**config.mk**
```make
export PLATFORM = sky130hd
export DESIGN_NAME = wm8731_i2s_tx
export DESIGN_NICKNAME = d
export VERILOG_FILES = /design/src/rtl/wm8731_i2s_tx.sv
export SDC_FILE = /design/constraint.sdc
export NUM_CORES = 1
export LEC_CHECK = 0
export BUFFER_PORTS_ARGS = -buffer_cell sky130_fd_sc_hd__buf_2
export CAP_MARGIN = 20
export CORE_UTILIZATION = 58
export CTS_CLUSTER_SIZE = 30
export DETAILED_ROUTE_END_ITERATION = 8
export PLACE_DENSITY = 0.85
export SLEW_MARGIN = 0
export SYNTH_ARGS = -nofsm -noshare
export SYNTH_HDL_FRONTEND = slang
export SYNTH_SLANG_ARGS = --single-unit
```
**constraint.sdc**
```tcl
create_clock -name Clk -period 2.45 [get_ports Clk]
set_input_delay 0.3675 -clock Clk [delete_from_list [all_inputs] [get_ports Clk]]
set_output_delay 0.3675 -clock Clk [all_outputs]
set_load 0.01 [all_outputs]
```
**src/rtl/wm8731_i2s_tx.sv**
```systemverilog
// wm8731_i2s_tx: I2S bus master that drains {left,right} words from an async FIFO read port.
// Define WM8731_TX_UNDERRUN_REPEAT_EN to repeat the last frame on underrun instead of silence.
`timescale 1ns/1ps
module wm8731_i2s_tx #(
    parameter int SAMPLE_WIDTH = 16,
    parameter int SLOT_WIDTH   = 32,
    parameter int BCLK_DIV     = 2
) (
    input  logic                      Clk,
    input  logic                      Reset_n_in,
    input  logic                      Enable_in,
    input  logic [2*SAMPLE_WIDTH-1:0] FifoData_in,
    input  logic                      FifoEmpty_in,
    output logic                      FifoReadEn_out,
    input  logic                      UnderrunClear_in,
    output logic                      Bclk_out,
    output logic                      Lrclk_out,
    output logic                      Dacdat_out,
    output logic                      Underrun_out,
    output logic                      Busy_out,
    output logic [1:0]                DbgState_out
);
    localparam int WORD_W     = 2 * SAMPLE_WIDTH;
    localparam int FRAME_BITS = 2 * SLOT_WIDTH;
    localparam int BIT_W      = $clog2(FRAME_BITS);
    localparam int DIV_W      = (BCLK_DIV > 1) ? $clog2(BCLK_DIV) : 1;
    localparam logic [DIV_W-1:0] DIV_LAST = DIV_W'(BCLK_DIV - 1);
    localparam logic [BIT_W-1:0] BIT_LAST = BIT_W'(FRAME_BITS - 1);
    localparam logic [BIT_W-1:0] SLOT_L   = BIT_W'(SLOT_WIDTH);

    typedef enum logic [1:0] {
        ST_IDLE  = 2'd0,
        ST_START = 2'd1,
        ST_RUN   = 2'd2
    } state_e;

    state_e              state_q, state_d;
    logic [DIV_W-1:0]    divcnt_q, divcnt_d;
    logic [BIT_W-1:0]    bitcnt_q, bitcnt_d;
    logic                bclk_q, bclk_d;
    logic [WORD_W-1:0]   frame_q, frame_d;
    logic [WORD_W-1:0]   hold_q, hold_d;
    logic                underrun_q, underrun_d;

    logic                pop;
    logic                underrun_set;
    logic                tick;
    logic                rise_tick;
    logic                fall_tick;
    logic [WORD_W-1:0]   fill;

    always_ff @(posedge Clk or negedge Reset_n_in) begin
        if (!Reset_n_in) begin
            state_q    <= ST_IDLE;
            divcnt_q   <= '0;
            bitcnt_q   <= '0;
            bclk_q     <= 1'b0;
            frame_q    <= '0;
            hold_q     <= '0;
            underrun_q <= 1'b0;
        end else begin
            state_q    <= state_d;
            divcnt_q   <= divcnt_d;
            bitcnt_q   <= bitcnt_d;
            bclk_q     <= bclk_d;
            frame_q    <= frame_d;
            hold_q     <= hold_d;
            underrun_q <= underrun_d;
        end
    end

    // FifoReadEn_out is a one-Clk pop strobe raised only while FifoEmpty_in is low;
    // FifoData_in is captured on the same rising edge that ends the strobe cycle.
    always_comb begin
        state_d      = state_q;
        divcnt_d     = divcnt_q;
        bitcnt_d     = bitcnt_q;
        bclk_d       = bclk_q;
        frame_d      = frame_q;
        hold_d       = hold_q;
        pop          = 1'b0;
        underrun_set = 1'b0;
        tick         = (divcnt_q == DIV_LAST);
        rise_tick    = tick && !bclk_q;
        fall_tick    = tick && bclk_q;
`ifdef WM8731_TX_UNDERRUN_REPEAT_EN
        fill         = frame_q;
`else
        fill         = '0;
`endif
        case (state_q)
            ST_IDLE: begin
                if (Enable_in) state_d = ST_START;
            end
            ST_START: begin
                if (!FifoEmpty_in) begin
                    pop     = 1'b1;
                    frame_d = FifoData_in;
                end else begin
                    frame_d      = fill;
                    underrun_set = 1'b1;
                end
                divcnt_d = '0;
                bitcnt_d = '0;
                bclk_d   = 1'b0;
                state_d  = ST_RUN;
            end
            ST_RUN: begin
                divcnt_d = tick ? '0 : divcnt_q + DIV_W'(1);
                if (tick) bclk_d = !bclk_q;
                // Next frame is fetched half a BCLK before the wrap so it is ready at the boundary.
                if (rise_tick && bitcnt_q == BIT_LAST) begin
                    if (!FifoEmpty_in) begin
                        pop    = 1'b1;
                        hold_d = FifoData_in;
                    end else begin
                        hold_d       = fill;
                        underrun_set = 1'b1;
                    end
                end
                if (fall_tick) begin
                    if (bitcnt_q == BIT_LAST) begin
                        bitcnt_d = '0;
                        frame_d  = hold_q;
                        if (!Enable_in) begin
                            state_d  = ST_IDLE;
                            divcnt_d = '0;
                            bclk_d   = 1'b0;
                        end
                    end else begin
                        bitcnt_d = bitcnt_q + BIT_W'(1);
                    end
                end
            end
            default: state_d = ST_IDLE;
        endcase
        underrun_d = underrun_set || (underrun_q && !UnderrunClear_in);
    end

    logic                    run;
    logic                    lr;
    logic [BIT_W-1:0]        pos;
    logic [SAMPLE_WIDTH-1:0] sample;
    logic                    dat;

    // Slot position 0 carries the I2S one-bit delay; positions past the sample are padding.
    always_comb begin
        run    = (state_q == ST_RUN);
        lr     = (bitcnt_q >= SLOT_L);
        pos    = lr ? (bitcnt_q - SLOT_L) : bitcnt_q;
        sample = lr ? frame_q[SAMPLE_WIDTH-1:0] : frame_q[WORD_W-1:SAMPLE_WIDTH];
        dat    = 1'b0;
        for (int i = 0; i < SAMPLE_WIDTH; i++) begin
            if (pos == BIT_W'(SAMPLE_WIDTH - i)) dat = sample[i];
        end
    end

    assign FifoReadEn_out = pop;
    assign Bclk_out       = run && bclk_q;
    assign Lrclk_out      = run && lr;
    assign Dacdat_out     = run && dat;
    assign Underrun_out   = underrun_q;
    assign Busy_out       = (state_q != ST_IDLE);
    assign DbgState_out   = state_q;

endmodule

```
# After elaboration in Yosys (flattened, before gate mapping)
# Index checks and enable logic that the tools add are counted.
word_totals:
  reg_bits: 75
  latch_bits: 0
  mem_bits_rw: 0
  rom_bits: 0
  in_bits: 37
  output_inout_bits: 8
  wordCells: 97
  mem_count: 0
classes:
  n_addsub: 3
  mul: 0
  div_mod_pow: 0
  magnitude_cmp: 1
  eq_ne: 23
  shift: 0
  muxes: 46
  bitwise_logic: 0
  n_reduce_logical: 17
ops:
  columns: ["op", "n"]
  rows:
  - ["2-to-1 mux 32 bit", 3]
  - ["case mux 32 bit (2 select lines)", 1]
  - ["== test 6 x 4 -> 1 bit (second input constant)", 8]
  - ["2-to-1 mux 1 bit", 28]
  - ["== test 6 x 3 -> 1 bit (second input constant)", 4]
  - ["2-to-1 mux 6 bit", 3]
  - ["2-to-1 mux 16 bit", 1]
  - ["== test 6 x 2 -> 1 bit (second input constant)", 2]
  - ["case mux 6 bit (2 select lines)", 1]
  - ["2-to-1 mux 2 bit", 4]
  - ["case mux 1 bit (2 select lines)", 4]
  - ["logical AND 1 bit", 7]
  - ["adder 6 x 1 -> 6 bit (second input constant)", 1]
  - ["== test 6 x 1 -> 1 bit (second input constant)", 1]
  - ["== test 6 x 5 -> 1 bit (second input constant)", 1]
  - ["== test 6 bit (second input constant)", 1]
  - ["greater-or-equal comparator 6 bit (second input constant)", 1]
  - ["!= test 2 bit (second input constant)", 3]
  - ["case mux 2 bit (3 select lines)", 1]
  - ["subtractor 6 bit (second input constant)", 1]
  - ["AND reduction 2 bit", 2]
  - ["AND reduction 4 bit", 1]
  - ["nonzero test 2 bit", 2]
  - ["AND reduction 3 bit", 1]
  - ["other kinds (7)", 8]

# Longest topological paths before layout
# Gate-level depths: netlist of run 1.
depth:
  ltp_word: 20
  depth_mapped: 8
  ltp_nobuf: 7

# Worst setup path after synthesis of run 1
# OpenSTA, ideal clock, no wires.
synth_path:
  path_type: "flip-flop to output port"
  from: "register bitcnt_q[1]"
  to: "output port Dacdat_out"
  t_arrival_ns: 1.752
  required_time_ns: 2.082
  slack_ns: 0.330
  stages_incl_launch_ff: 8
  n_path_buf: 1
  path_cell_list: "dfrtp_1 inv_1 ha_1 clkbuf_1 or3_1 o221ai_1 a221oi_1 o31ai_2"
synth_between:
  elab_chain_cells: 20
  word_cells_on_any_way: 37
synth_lines:
  columns: ["element", "line", "rtl"]
  rows:
  - ["start: declaration", "39", "logic [BIT_W-1:0] bitcnt_q, bitcnt_d;"]
  - ["start signal: assignment", "64", "bitcnt_q <= bitcnt_d;"]
  - ["subtractor 6 bit / greater-or-equal comparator 6 bit (equally long branches)", "150, 149", null]
  - ["2-to-1 mux 6 bit", "150", "pos = lr ? (bitcnt_q - SLOT_L) : bitcnt_q;"]
  - ["== test 6 x 5 -> 1 bit", "154", "if (pos == BIT_W'(SAMPLE_WIDTH - i)) dat = sample[i];"]
  - ["2-to-1 mux 1 bit (15 in a row)", "154", null]
  - ["2-to-1 mux 1 bit *", "154", null]
  - ["logical AND 1 bit *", "161", "assign Dacdat_out = run && dat;"]
  - ["end: declaration", "18", "output logic Dacdat_out,"]
# Mark *: on every way between the ends. The rest lies on a longest branch, timed or not.

# Final worst setup path of run 1
layout_path:
  from: "register bitcnt_q[0]"
  to: "output port Dacdat_out"
# The elaborated chain is that of the path after synthesis.

==> results.py, run 1 <==
metrics = {
    "run_status": {
        "status": "finished with violations",
        "violations": "DRC, setup timing",
    },
    "timing": {
        "rsz0062_at_grt": "yes",
        "setup_ws_ps": -180,
        "max-slew-margin-rel_pct": 32.7,
        "finClkSkew_ps": 11.4,
        "setup_tns_ps": -180,
        "slew_viol_final": 0,
        "worstMarginPinSlew_ps": 1010,
        "period_minus_slack_ps": 2630,
        "finalHoldViolCount": 0,
        "fmax_mhz": 380,
        "setup_violations": 1,
        "period_share_pct": 107,
    },
    "grt": {
        "grt_start_max_net_pins": 76,
        "grt_pass1_wl_mm": 15.1,
        "grt_pass1_vias": 3135,
        "grt_overflow": 0,
        "track_usage_pct": 27.4,
        "antenna_found_initial": 0,
    },
    "routing": {
        "vias": 3132,
        "dr_wl_met2_mm": 4.29,
        "drcViolationCount": 2,
        "via_per_inst": 5.80,
        "wl_met3_um": 530,
        "drt_iter0_markers": 267,
        "wl_per_cell_um": 16.5,
        "dr.max_layer_used": "met4",
        "ant_nets": 0,
        "drt-met1-wl_mm": 3.83,
        "wl_mm": 8.92,
        "drt_first_pass_iters": 7,
    },
    "floorplan": {
        "pin_count": 45,
        "die_h_um": 84.8,
        "die_w_um": 84.8,
        "row_count": 29,
        "die_area_um2": 7200,
        "initial_core_util_pct": 61.3,
        "core_um2": 6490,
    },
    "yosys": {
        "synthDistinctLibCells": 47,
        "synth.net_count": 459,
        "syn_inst": 413,
        "async_flop_share_pct": 100,
        "ys_ff_latch": 75,
        "seq_area_frac_synth_pct": 47.2,
        "syn_avg_cell_area_um2": 9.63,
        "synth_area_leader_cell": "dfrtp_1",
        "synthTopCellsByCount": "nand2_1 (103), dfrtp_1 (75), o21ai_0 (69), mux2_2 (38), inv_1 (13)",
        "synthTopCellsByArea": "dfrtp_1 (47%), mux2_2 (11%), nand2_1 (9.7%)",
        "synth_ff_type": "dfrtp_1",
        "yosysTopAreaCellShare_pct": 47.2,
        "synth_area_um2": 3980,
        "synth_enable_flop_cells": 0,
        "yosysWarningCount": 0,
        "synthMostInstantiatedCell": "nand2_1",
    },
    "critical_path": {
        "max_stage_delay_ps": 500,
        "r2r_setup_slack_ps": 280,
        "cp_slowest_cell": "dfrtp_2",
        "cp.arrival_ps": 2260,
        "cp_max_fo": 6,
        "required_ps": 2080,
        "cp_cell_sequence": "inv_4 > ha_4 > nor2b_2 > a22oi_2 > nor3_2 > and3b_1 > o31ai_2 > buf_2",
        "cp-end-kind": "output pin",
        "cp-start-kind": "flip-flop",
        "path_class": "flip-flop to output pin",
        "ff2ff_path_depth": 4,
    },
    "power_and_ir_drop": {
        "power_density_nw_per_um2": 477,
        "power.total_mw": 2.16,
        "leakage_nw": 2.33,
        "irDropWorstVdd_uv": 325,
    },
    "clocking": {
        "cts.hold.buffers_added": 0,
        "cts_tree": "built",
        "cts_max_path_buffers": 2,
        "numCtsBuffers": 9,
        "cts.htree.levels": 3,
        "clk_pin_slew_worst_paths_ps": 80,
        "clk_latency_ps": 360,
        "root_buffer": "clkbuf_8",
        "cts.sinks": 75,
    },
    "final_layout": {
        "final_core_util_pct": 69.6,
        "nNetsFinal": 504,
        "diodes": 0,
        "fin_cells": 540,
        "drive_gt1_share_pct": 30.0,
        "area_delta_synth_final_pct": 13.6,
        "design_area_um2": 4520,
    },
    "worst_hold_path": {
        "worstHoldPathType": "input pin to async pin",
    },
    "placed_design": {
        "port_buffers": 44,
        "dp_cells": 514,
        "post_dp_cell_area_um2": 4180,
        "gp_congestion": 0.855,
        "place_hpwl_mm": 5.58,
    },
    "job": {
        "drv_cap": 0,
    },
}
==> path summary, 6_finish.rpt <==
kind	endpoint	start
max	Dacdat_out	bitcnt_q[0]$_DFFE_PN0P_
min	hold_q[6]$_DFFE_PN0P_	Reset_n_in
max reg2reg	hold_q[21]$_DFFE_PN0P_	bitcnt_q[4]$_DFFE_PN0P_
min reg2reg	hold_q[17]$_DFFE_PN0P_	hold_q[17]$_DFFE_PN0P_
max in group asynchronous	bitcnt_q[1]$_DFFE_PN0P_	Reset_n_in
min in group Clk	Underrun_out$_DFF_PN0_	UnderrunClear_in
==> repair_timing <==
action,in CTS,in global routing
pin swaps,5,6
gates resized for setup,16,8
setup endpoints to repair,1,2
cloned,0,0
buffers inserted,7,3
==> placed cells by master, fill, tap and decap left out, types with 2 or more instances in the layout <==
cell,count
o22ai_1,4
o21ai_0,68
inv_4,2
buf_2,44
ha_1,4
clkbuf_8,9
a21oi_1,5
nor2_1,11
mux2_4,2
nand2b_1,4
nand4_1,3
buf_12,2
buf_4,15
xor2_1,3
nand3_1,2
o21ai_1,5
dfrtp_1,72
inv_1,11
a22oi_1,2
clkinv_2,3
dfrtp_2,3
nand2_1,103
mux2i_1,7
mux2_2,38
ha_4,4
nor2b_1,2
mux2_1,3
==> stage by stage <==
| step | worst slack (ps) | hold slack, ps |
|---|---|---|
| 2_1_floorplan | 330 | 71.9 |
| 4_1_cts | -86.2 | 40.5 |
| 3_5_place_dp | 65.0 | 428 |
| 5_1_grt | -301 | 66.3 |
| 6_report | -180 | 29.9 |
| 3_3_place_gp | 112 | 429 |
==> layer usage <==
metal  vias to the layer above  GRT usage [%]
met2                       133           44.1
met4                         0           13.4
met3                        33           6.23
li1                       1507              -
met5                         -              0
met1                      1459           35.3
==> logic make-up after synthesis <==
group | Yosys count | synth area share (%)
DFF | 75 | 47.2
AOI/OAI and AO/OA | 99 | 14.4
muxes | 50 | 14.1
and+or+nand+nor | 136 | 14.5
adders and majority gates | 9 | 2.83
buffers and inverters | 40 | 6.04
xor gates and xnor gates | 4 | 0.881
==> registers in the layout, summed over array words and instances (netlist names) <==
name          flops
hold_q           32
divcnt_q          1
Underrun_out      1
frame_q          32
bclk_q            1
DbgState_out      2
bitcnt_q          6
==> power breakdown <==
group          internal [mW]         switching [mW]  leakage (nW)
clock network          0.367                  0.471        0.0864
logic                 0.0301                 0.0519          1.39
registers               1.24  0.0000000000000000258         0.853
==> critical path, delay by kind of cell (launching register included) <==
kind | cells | cell delay, ps
AOI/OAI and AO/OA | 2 | 360
adders and majority gates | 1 | 190
buffers and inverters | 2 | 270
DFF | 1 | 500
and+or+nand+nor | 3 | 590
==> final cells by class <==
class | instances | area, um2
clock inverter | 6 | 40.0
inverter | 13 | 53.8
tap | 77 | 96.3
sequential | 75 | 1880
fill | 478 | 1970
timing repair buffer | 61 | 373
multi-input combinational | 298 | 1950
clock buffer | 10 | 128
(Power assumes the default switching activity.)
==> run 2: changes to the inputs <==
--- a/config.mk
+++ b/config.mk
@@ -11,6 +11,7 @@
 export CTS_CLUSTER_SIZE = 30
 export DETAILED_ROUTE_END_ITERATION = 8
 export PLACE_DENSITY = 0.85
+export RECOVER_POWER = 25
 export SLEW_MARGIN = 0
 export SYNTH_ARGS = -nofsm -noshare
 export SYNTH_HDL_FRONTEND = slang
==> run 2 against run 1 <==
The run ends with DRC, capacitance limit, slew limit, setup timing left; total power barely moved; clock-buffer cell count did not move; cell area fell by 0.33%; sequential cell count did not move; critical path type unchanged; hold slack improved by 150 ps; first-iteration DRC count fell by 5.2%; worst setup slack improved by 7.6 ps; critical path depth did not move; final cell count did not move; register-to-register slack barely moved; wire length fell by 0.30%.
==> results.py, run 2 (synthesis results as in run 1) <==
metrics = {
    "final_layout": {
        "layout_common_cells": "nand2_1 (103), dfrtp_1 (72), o21ai_0 (68)",
        "nNetsFinal": 504,
        "top_regs": "frame_q x32, hold_q x32, bitcnt_q x6",
        "area_delta_synth_final_pct": 13.2,
        "final_common_cell": "nand2_1",
        "diodes": 0,
        "design_area_um2": 4510,
        "fin_cells": 540,
        "drive_gt1_share_pct": 30.0,
    },
    "floorplan": {
        "die_w_um": 84.8,
        "initial_core_util_pct": 61.3,
        "row_count": 29,
        "pin_count": 45,
        "die_h_um": 84.8,
        "core_um2": 6490,
        "die_area_um2": 7200,
    },
    "placed_design": {
        "gp_congestion": 0.855,
        "post_dp_cell_area_um2": 4180,
        "dp_cells": 514,
        "place_hpwl_mm": 5.58,
        "port_buffers": 44,
    },
    "timing": {
        "fmax_mhz": 381,
        "finClkSkew_ps": 13.0,
        "setup_violations": 1,
        "rsz0062_at_grt": "yes",
        "max-slew-margin-rel_pct": -19.8,
        "period_minus_slack_ps": 2620,
        "finalHoldViolCount": 0,
        "worstMarginPinSlew_ps": 1800,
        "setup_ws_ps": -172,
        "period_share_pct": 107,
        "slew_viol_final": 76,
    },
    "routing": {
        "drt_iter0_markers": 253,
        "wl_per_cell_um": 16.5,
        "drcViolationCount": 2,
        "ant_nets": 0,
        "via_per_inst": 5.76,
        "drt_first_pass_iters": 7,
        "wl_mm": 8.90,
        "vias": 3112,
    },
    "clocking": {
        "clk_latency_ps": 360,
        "cts_tree": "built",
        "clk_pin_slew_worst_paths_ps": 80,
        "cts.htree.levels": 3,
        "numCtsBuffers": 9,
        "root_buffer": "clkbuf_8",
        "cts_max_path_buffers": 2,
        "cts.sinks": 75,
    },
    "grt": {
        "grt_pass1_wl_mm": 15.1,
        "track_usage_pct": 27.4,
        "antenna_found_initial": 0,
        "grt_pass1_vias": 3135,
        "grt_overflow": 0,
        "grt_start_max_net_pins": 76,
    },
    "worst_hold_path": {
        "worstHoldPathType": "input pin to flip-flop",
    },
    "critical_path": {
        "cp_slowest_cell": "dfrtp_2",
        "cp-end-kind": "output pin",
        "max_stage_delay_ps": 500,
        "cp_max_fo": 6,
        "required_ps": 2080,
        "cp-start-kind": "flip-flop",
        "cp_cell_sequence": "inv_4 > ha_4 > nor2b_2 > a22oi_2 > nor3_2 > and3b_1 > o31ai_2 > buf_2",
        "cp.arrival_ps": 2250,
        "path_class": "flip-flop to output pin",
    },
    "power_and_ir_drop": {
        "leakage_nw": 2.32,
        "power_density_nw_per_um2": 479,
        "irDropWorstVdd_uv": 325,
        "power.total_mw": 2.16,
    },
    "run_status": {
        "status": "finished with violations",
        "violations": "DRC, capacitance limit, slew limit, setup timing",
    },
    "job": {
        "drv_cap": 1,
    },
}
## run 2: cell types whose count changed in the layout (fill, tap and decap cells not counted)
cell and change:
clkbuf_2 +1, buf_12 -1
## run 2: per-stage QoR
stage | hold WS (ps) | utilization, % | worst slack [ps] | TNS [ps]
floorplan | 71.9 | - | 330 | 0
global placement | 429 | 64.4 | 112 | 0
detailed placement | 428 | 64.4 | 65.0 | 0
CTS | 40.5 | 68.9 | -86.2 | -86.2
global route | 184 | 69.4 | -301 | -301
finish | 184 | 69.4 | -172 | -172
## run 2: worst paths after layout
kind / startpoint / end / slack, ps / cells past startpoint
min in group asynchronous: Reset_n_in / hold_q[6]$_DFFE_PN0P_ / 580 / 2
min reg2reg: hold_q[17]$_DFFE_PN0P_ / hold_q[17]$_DFFE_PN0P_ / 490 / 2
max reg2reg: bitcnt_q[4]$_DFFE_PN0P_ / hold_q[21]$_DFFE_PN0P_ / 280 / 4
min: UnderrunClear_in / Underrun_out$_DFF_PN0_ / 180 / 2
max: bitcnt_q[0]$_DFFE_PN0P_ / Dacdat_out / -170 / 8
max in group asynchronous: Reset_n_in / bitcnt_q[1]$_DFFE_PN0P_ / 670 / 2
## run 2: final cells by class
type / count / area, um2
clock buffer: 10 / 128
clock inverter: 6 / 40.0
fill: 480 / 1990
inverter: 13 / 53.8
multi-input combinational: 298 / 1950
sequential: 75 / 1880
tap: 77 / 96.3
timing repair buffer: 61 / 358
## run 2: repair_timing
item | 4_1_cts | 5_1_grt
hold buffers | 0 | 0
setup endpoints to repair | 1 | 2
pin swaps | 5 | 6
gates resized for setup | 16 | 8
hold endpoints to repair | 0 | 0
buffers inserted | 7 | 3
## run 2: worst max-delay path: cells and delay by family, from the launching register on
kind	cells	cell delay (ps)
AO/OA/AOI/OAI	2	360
flip-flops	1	500
buffers and inverters	2	260
adder cells (fa/ha/maj)	1	190
AND/OR/NAND/NOR	3	590
## run 2: power by group
group	total (mW)	internal (mW)	switching, mW
Sequential	1.24	1.24	0.0000000000000000263
Combinational	0.0784	0.0272	0.0512
Clock	0.842	0.367	0.474
## run 2: routing by layer
layer  track usage [%]  share of wire, %  vias up
li1                  -                 -     1507
met1              35.3                42     1465
met2              44.1                49      117
met3              6.23               6.0       23
met4              13.4               2.6        0
met5                 0                 0        -
==> run 3: changes to the inputs <==
--- a/config.mk
+++ b/config.mk
@@ -11,7 +11,7 @@
 export CTS_CLUSTER_SIZE = 30
 export DETAILED_ROUTE_END_ITERATION = 8
 export PLACE_DENSITY = 0.85
-export RECOVER_POWER = 25
+export RECOVER_POWER = 50
 export SLEW_MARGIN = 0
 export SYNTH_ARGS = -nofsm -noshare
 export SYNTH_HDL_FRONTEND = slang
==> run 3 against run 2 <==
Critical endpoint unchanged; via count up 0.87%; the flow still finishes with violations (DRC, capacitance limit, slew limit, setup timing); hold slack improved by 2.3 ps; core utilization is 0.058 points lower; non-clock buffer count unchanged; total power hardly changed; critical path depth did not move; critical path type unchanged; clock-buffer cell count unchanged.
==> results.py, run 3 (synthesis results as in run 1) <==
metrics = {
    "critical_path": {
        "path_class": "flip-flop to output pin",
        "cp.arrival_ps": 2260,
        "required_ps": 2080,
        "ff2ff_path_depth": 4,
        "cp-end-kind": "output pin",
        "cp-start-kind": "flip-flop",
        "max_stage_delay_ps": 500,
        "reg2reg_to": "hold_q[21]$_DFFE_PN0P_",
        "r2r_setup_slack_ps": 270,
        "cp_slowest_cell": "dfrtp_2",
        "cp_max_fo": 6,
        "cp_cell_sequence": "inv_4 > ha_4 > nor2b_2 > a22oi_2 > nor3_2 > and3b_1 > o31ai_2 > buf_2",
        "timing.rr.start": "bitcnt_q[4]$_DFFE_PN0P_",
    },
    "final_layout": {
        "nNetsFinal": 504,
        "top_regs": "frame_q x32, hold_q x32, bitcnt_q x6",
        "area_delta_synth_final_pct": 13.1,
        "diodes": 0,
        "layout_common_cells": "nand2_1 (103), dfrtp_1 (72), o21ai_0 (68)",
        "final_common_cell": "nand2_1",
        "drive_gt1_share_pct": 29.4,
    },
    "run_status": {
        "violations": "DRC, capacitance limit, slew limit, setup timing",
        "status": "finished with violations",
    },
    "clocking": {
        "clk_latency_ps": 360,
        "root_buffer": "clkbuf_8",
        "cts_tree": "built",
        "numCtsBuffers": 9,
        "cts_max_path_buffers": 2,
        "cts.htree.levels": 3,
        "cts.sinks": 75,
        "cts.hold.buffers_added": 0,
        "clk_pin_slew_worst_paths_ps": 80,
    },
    "routing": {
        "wl_mm": 8.92,
        "drt_first_pass_iters": 8,
        "ant_nets": 0,
        "wl_per_cell_um": 16.5,
        "vias": 3139,
        "drt_iter0_markers": 255,
        "via_per_inst": 5.81,
        "dr.max_layer_used": "met4",
        "drt-met1-wl_mm": 3.82,
        "dr_wl_met2_mm": 4.37,
        "wl_met3_um": 516,
        "drcViolationCount": 2,
    },
    "placed_design": {
        "dp_slack_ps": 65.0,
        "place_hpwl_mm": 5.58,
        "gp_congestion": 0.855,
        "port_buffers": 44,
    },
    "floorplan": {
        "row_count": 29,
        "pin_count": 45,
        "initial_core_util_pct": 61.3,
        "die_w_um": 84.8,
        "die_area_um2": 7200,
        "core_um2": 6490,
        "die_h_um": 84.8,
    },
    "grt": {
        "track_usage_pct": 27.4,
        "antenna_found_initial": 0,
        "grt_pass1_vias": 3135,
        "grt_overflow": 0,
        "grt_pass1_wl_mm": 15.1,
        "grt_start_max_net_pins": 76,
    },
    "timing": {
        "rsz0062_at_grt": "yes",
        "setup_violations": 1,
        "worstMarginPinSlew_ps": 1800,
        "finalHoldViolCount": 0,
        "slew_viol_final": 76,
        "finClkSkew_ps": 13.1,
        "setup_ws_ps": -176,
        "max-slew-margin-rel_pct": -19.9,
        "period_share_pct": 107,
        "fmax_mhz": 381,
        "period_minus_slack_ps": 2630,
    },
    "worst_hold_path": {
        "worstHoldEndpoint": "Underrun_out$_DFF_PN0_",
        "min_path_cells": 2,
        "min_from": "UnderrunClear_in",
        "worstHoldPathType": "input pin to flip-flop",
    },
    "power_and_ir_drop": {
        "power.total_mw": 2.16,
        "irDropWorstVdd_uv": 325,
        "leakage_nw": 2.31,
        "power_density_nw_per_um2": 479,
    },
    "job": {
        "drv_cap": 1,
    },
}
==> run 3: worst max-delay path by stage <==
stage,cells past startpoint,from,end
final,8,bitcnt_q[0]$_DFFE_PN0P_,Dacdat_out
after floorplan,7,bitcnt_q[1]$_DFFE_PN0P_,Dacdat_out
after global placement,8,bitcnt_q[0]$_DFFE_PN0P_,Dacdat_out
after detailed placement,8,bitcnt_q[0]$_DFFE_PN0P_,Dacdat_out
after CTS,7,bitcnt_q[0]$_DFFE_PN0P_,Dacdat_out
after global routing,8,bitcnt_q[1]$_DFFE_PN0P_,Dacdat_out
==> run 3: per-layer routing <==
metal | vias up | track usage [%]
met5 | - | 0
met4 | 0 | 13.4
met3 | 21 | 6.23
met2 | 122 | 44.1
met1 | 1491 | 35.3
li1 | 1505 | -
==> run 3: what timing repair did <==
item,in CTS,in global routing
resized for setup,16,8
pin swaps,5,6
buffers inserted,7,3
endpoints found under the setup margin,1,2
endpoints found under the hold margin,0,0
==> run 3: cell type report <==
cell class                 instances  area, um2
clock buffer                      10        128
fill                             482       1990
sequential                        75       1880
clock inverter                     6       40.0
multi-input combinational        298       1950
tap                               77       96.3
inverter                          13       53.8
timing repair buffer              61        354
==> run 3: stage by stage <==
stage	utilization [%]	area (um2)	hold slack [ps]	std cells	TNS, ps
2_1_floorplan	-	3980	71.9	413	0
3_3_place_gp	64.4	4180	429	514	0
3_5_place_dp	64.4	4180	428	514	0
4_1_cts	68.9	4480	40.5	537	-86.2
5_1_grt	69.3	4500	184	540	-301
6_report	69.3	4500	186	540	-176
==> run 3: worst max-delay path: cells and delay by family (launching register included) <==
family                     cells  cell delay [ps]
AOI/OAI and AO/OA              2              360
adders and majority gates      1              190
and+or+nand+nor                3              590
DFF                            1              500
buffers and inverters          2              270
==> run 3: power breakdown <==
part / switching (mW) / internal, mW / leakage [nW]
sequential: 0.0000000000000000289 / 1.24 / 0.853
clock: 0.473 / 0.367 / 0.0864
combinational: 0.0511 / 0.0272 / 1.37
